[config.mk]
export PLATFORM = sky130hd
export DESIGN_NAME = divider
export DESIGN_NICKNAME = d
export VERILOG_FILES = /design/src/rtl/divider.sv
export SDC_FILE = /design/constraint.sdc
export NUM_CORES = 1
export LEC_CHECK = 0
export CAP_MARGIN = 20
export CORE_UTILIZATION = 40
export CTS_CLUSTER_DIAMETER = 60
export DETAILED_ROUTE_END_ITERATION = 6
export GPL_ROUTABILITY_DRIVEN = 0
export GPL_TIMING_DRIVEN = 0
export PLACE_DENSITY_LB_ADDON = 0.25
export SLEW_MARGIN = 20
export SYNTH_ARGS = -nofsm -noshare
export SYNTH_HDL_FRONTEND = slang
export SYNTH_SLANG_ARGS = --single-unit
[constraint.sdc]
create_clock -name clk -period 8.5 [get_ports clk]
set_clock_uncertainty 0.05 [all_clocks]
set_input_delay 1.275 -clock clk [delete_from_list [all_inputs] [get_ports clk]]
set_output_delay 1.275 -clock clk [all_outputs]
set_load 0.01 [all_outputs]
[src/rtl/divider.sv]
// 32-bit signed/unsigned restoring divider: one quotient bit per cycle, MSB first.
// Accept-to-done is 33 cycles (divide-by-zero: 1); start is ignored while busy in CALC.
module divider (
  input  logic        clk,
  input  logic        rstn,
  input  logic        start,
  input  logic        is_signed,
  input  logic [31:0] dividend,
  input  logic [31:0] divisor,
  output logic [31:0] q,
  output logic [31:0] r,
  output logic        busy,
  output logic        done,
  output logic        div_zero
);

  typedef enum logic [1:0] {IDLE, CALC, DONE} state_t;

  state_t      state_q, state_d;
  logic [4:0]  cnt_q, cnt_d;
  logic [31:0] rem_q, rem_d;
  logic [31:0] quo_q, quo_d;
  logic [31:0] dvs_q, dvs_d;
  logic        negq_q, negq_d;
  logic        negr_q, negr_d;
  logic [31:0] q_q, q_d;
  logic [31:0] r_q, r_d;
  logic        dz_q, dz_d;

  logic        accept;
  logic        dvd_neg, dvs_neg;
  logic [31:0] dvd_mag, dvs_mag;
  logic [32:0] partial;
  logic [33:0] trial;
  logic        fits;
  logic [31:0] rem_nx, quo_nx;

  always_comb begin
    state_d = state_q;
    cnt_d   = cnt_q;
    rem_d   = rem_q;
    quo_d   = quo_q;
    dvs_d   = dvs_q;
    negq_d  = negq_q;
    negr_d  = negr_q;
    q_d     = q_q;
    r_d     = r_q;
    dz_d    = dz_q;

    accept  = start && (state_q != CALC);
    dvd_neg = is_signed && dividend[31];
    dvs_neg = is_signed && divisor[31];
    dvd_mag = dvd_neg ? (32'd0 - dividend) : dividend;
    dvs_mag = dvs_neg ? (32'd0 - divisor) : divisor;

    // quo_q shifts the dividend out of its MSB while quotient bits enter at the LSB.
    // A non-negative trial is always below the divisor, so it fits in 32 bits.
    partial = {rem_q, quo_q[31]};
    trial   = {1'b0, partial} - {2'b00, dvs_q};
    fits    = (trial[33:32] == 2'b00);
    rem_nx  = fits ? trial[31:0] : partial[31:0];
    quo_nx  = {quo_q[30:0], fits};

    case (state_q)
      CALC: begin
        rem_d = rem_nx;
        quo_d = quo_nx;
        cnt_d = cnt_q + 5'd1;
        if (cnt_q == 5'd31) begin
          state_d = DONE;
          q_d     = negq_q ? (32'd0 - quo_nx) : quo_nx;
          r_d     = negr_q ? (32'd0 - rem_nx) : rem_nx;
          dz_d    = 1'b0;
        end
      end
      DONE:    state_d = IDLE;
      default: state_d = IDLE;
    endcase

    if (accept) begin
      if (divisor == 32'd0) begin
        state_d = DONE;
        q_d     = 32'hFFFF_FFFF;
        r_d     = dividend;
        dz_d    = 1'b1;
      end else begin
        state_d = CALC;
        cnt_d   = 5'd0;
        rem_d   = 32'd0;
        quo_d   = dvd_mag;
        dvs_d   = dvs_mag;
        negq_d  = dvd_neg ^ dvs_neg;
        negr_d  = dvd_neg;
      end
    end
  end

  always_ff @(posedge clk) begin
    if (!rstn) begin
      state_q <= IDLE;
      cnt_q   <= 5'd0;
      rem_q   <= 32'd0;
      quo_q   <= 32'd0;
      dvs_q   <= 32'd0;
      negq_q  <= 1'b0;
      negr_q  <= 1'b0;
      q_q     <= 32'd0;
      r_q     <= 32'd0;
      dz_q    <= 1'b0;
    end else begin
      state_q <= state_d;
      cnt_q   <= cnt_d;
      rem_q   <= rem_d;
      quo_q   <= quo_d;
      dvs_q   <= dvs_d;
      negq_q  <= negq_d;
      negr_q  <= negr_d;
      q_q     <= q_d;
      r_q     <= r_d;
      dz_q    <= dz_d;
    end
  end

  assign q        = q_q;
  assign r        = r_q;
  assign div_zero = dz_q;
  assign busy     = (state_q != IDLE);
  assign done     = (state_q == DONE);

endmodule

==> flow_summary_export.csv <==
group,metric,value,unit
sta,finalCritPeriodShare,77.74,%
worst_setup_path,r2r_setup_slack,1.89,ns
logic_synthesis,synth_edf_count,0,
logic_synthesis,synth_cell_types,89,
detailed_routing,via_per_inst,6.338,
logic_synthesis,mappedNetlistNets,1724,
hold_path,whs_endpoint,"dvs_q[21]",
placement,place_ws,2.187,ns
finish,drive_gt1_share,4.543,%
power_and_ir_drop,comb_power_share,36.5,%
worst_setup_path,r2r-end,"r[28]",
power_and_ir_drop,power_density,179.0,mW/mm^2
worst_setup_path,crit_path_start_kind,"flip-flop",
worst_setup_path,endpoint_kind,"flip-flop",
detailed_routing,remaining_drc_errors,0,
clock_tree,cts_buffers,17,
detailed_routing,drtIter0Drc,1852,
finish,fin_util,49.02,%
hold_path,holdPathStages,2,
worst_setup_path,criticalPathCategory,"reg2reg",
worst_setup_path,r2r_start,"quo_q[31]",
logic_synthesis,netlist_area,0.01224,sq mm
clock_tree,h-tree-depth,4,
power_and_ir_drop,p_leak,5.209,nW
worst_setup_path,slowest_delay,0.57,ns
sta,rsz0062_at_grt,"no",
finish,final_cell_mix,"179 x nand2_1, 177 x nor2_1, 170 x dfxtp_1",
clock_tree,root_buffer,"clkbuf_16",
power_and_ir_drop,swShare,39.33,%
power_and_ir_drop,p_switching,1.031,mW
logic_synthesis,synthArstFlopShare,0,%
worst_setup_path,cp_top_family,"compound AO/OA/AOI/OAI gates",
power_and_ir_drop,ir_drop,0.1854,mV
finish,fin_cells,2173,
floorplanning,start_util,40.98,%
finish,final_common_cell,"nand2_1",
detailed_routing,ant_nets,0,
floorplanning,die_x,176.9,um
job,cap_viol_max_count,0,
worst_setup_path,path_buf_inv,7,
outcome,outcome,"complete, no violations",
finish,fill_cells,2954,
global_routing,antenna_found_initial,1,
clock_tree,clk_pin_slew,0.07,ns
detailed_routing,via_count,13772,
global_routing,overflow,0,
global_routing,grt_max_degree,17,
worst_setup_path,path_cells,"inv_1 > ha_1 > inv_1 > fa_1 > a211oi_2 > o211ai_1 > a41oi_1 > a21boi_2 > mux2i_4 > nor2_4 > clkinv_2 > buf_6 > buf_2 > buf_2 > o21ai_0 > inv_1 > ha_1 > nand4_1 > nor4_1 > nand4b_1 > o41ai_2 > a41oi_1 > xor2_1 > a21oi_1",
sta,setup_tns,0,ns
clock_tree,cts_hold_buffers,0,
global_routing,grt_pass1_wl,74.17,mm
global_routing,grt_pass1_vias,12638,
detailed_routing,routed_wl,48.89,mm
finish,finalNetCount,1877,
logic_synthesis,synthTopCellsByArea,"dfxtp_1 28%, nand2_1 5.5%, nor2_1 5.4%, xnor2_1 4.9%, a21oi_1 4.8%",
finish,stdcell_area,0.01464,sq mm
finish,syn_to_final_growth,19.62,%
sta,finalHoldViolations,0,
sta,relSlewSlack,34.54,%
logic_synthesis,ys_seq_area_share,27.80,%
global_routing,grt.total_usage,31.05,%
logic_synthesis,ys.flop_type,"dfxtp_1",
sta,setup-violations-final,0,
power_and_ir_drop,total_power,2.622,mW
placement,dp.cells,2141,
clock_tree,cts_tree,"yes",
finish,diodes,0,
worst_setup_path,worst_path_most_repeated_cell,"inv_1",
sta,layout_setup_ws,1.892,ns
sta,worstMarginPinSlew,0.9819,ns
detailed_routing,first_pass_iters,6,
worst_setup_path,slowest_stage,"o41ai_2",
power_and_ir_drop,clockPowerShare,30.0,%
placement,dpl_cell_area,0.01407,sq mm
floorplanning,ios,135,
worst_setup_path,crit_required,8.75,ns
sta,timing.hold.ws,0.4077,ns
hold_path,hp-class,"reg2reg",
worst_setup_path,ff2ff_path_depth,24,
logic_synthesis,avgSynthCellArea,7.571,sq um
sta,slew_violations,0,
placement,hpwl,38.05,mm
power_and_ir_drop,p_seq_share,33.5,%
floorplanning,fp-row-count,63,
worst_setup_path,cp_data_arrival_time,6.86,ns
placement,numPortBuffers,134,
clock_tree,clk_path_buf_depth,2,
worst_setup_path,critPathMaxFanout,10,
sta,max_freq,151.3,MHz
logic_synthesis,synth_top_area_share,27.80,%
clock_tree,cts_sinks,170,
detailed_routing,detail_route.wl_per_cell,22.50,um
worst_setup_path,startpoint,"quo_q[31]",
logic_synthesis,synth.ff_latch_count,170,
logic_synthesis,yosys_warnings,0,
floorplanning,dieArea,0.03131,sq mm
floorplanning,die_y,176.9,um
sta,fin_crit,6.608,ns
hold_path,min_from,"dvs_q[21]",
power_and_ir_drop,intPower,1.591,mW
logic_synthesis,yosysTopAreaCell,"dfxtp_1",
clock_tree,postCtsResizedCells,0,
clock_tree,cts_setup_buffers,0,
clock_tree,insertion_delay,0.45,ns
floorplanning,coreArea,0.02987,sq mm
logic_synthesis,synth_cells,1617,
==> synthesized netlist by cell type, types with 31 or more instances <==
cell type / n
a21oi_1: 117
ha_1: 38
xor2_1: 57
a311oi_1: 31
clkbuf_1: 88
xnor2_1: 69
a211oi_1: 70
o31ai_1: 34
nand2_1: 179
nor3_1: 44
o21ai_0: 80
inv_1: 52
nor2_1: 177
dfxtp_1: 170
==> per-layer routing <==
layer	vias up	part of all wire, %	track usage (%)
met1	6533	43	42.47
li1	6263	-	-
met2	827	43	46.78
met5	-	0.027	0
met3	147	9.7	5.606
met4	2	4.7	14.83
==> power by group through the flow <==
stage / Sequential (mW) / Clock (mW) / Combinational [mW]
global placement: 0.893 / 0 / 0.910
detailed placement: 0.893 / 0 / 0.921
finish: 0.877 / 0.786 / 0.958
global route: 0.881 / 0.813 / 1.03
CTS: 0.875 / 0.782 / 0.927
floorplan: 0.879 / 0 / 0.644
==> how the worst max path moves through the flow <==
stage	end	slack, ns	cells after the start
after floorplan	q[26]	3.72	22
after global placement	r[28]	2.18	24
after detailed placement	r[28]	2.19	24
after CTS	r[28]	2.15	24
after global routing	r[28]	1.55	23
final	r[28]	1.89	24
==> final cells by class <==
cell class	count	area, sq um	share of cell area [%]
Inverter	54	203.9	1.393
Clock inverter	12	116.4	0.7946
Clock buffer	20	456.7	3.119
Timing Repair Buffer	134	1341	9.159
Multi-Input combinational cell	1283	8187	55.90
Buffer	110	447.9	3.059
Tap cell	390	488.0	3.332
Sequential cell	170	3403	23.24
==> registers in the layout, summed over array words and instances, names as in the netlist, 2 cells and up <==
name and flops:
q 32, rem_q 32, quo_q 32, state_q 2
r 32, cnt_q 5, dvs_q 32
==> tightest hold or removal path: stages (launching register included) <==
cell,delay [ns]
dfxtp_1,0.31
nand2_1,0.05
a21oi_1,0.05
==> cells by family after synthesis <==
logic type	synth area share (%)
and+or+nand+nor	22.90
AOI/OAI and AO/OA	27.81
DFF	27.80
buffers and inverters	5.325
xor gates and xnor gates	9.015
adders and majority gates	4.047
muxes	3.097
(Power assumes the default switching activity.)
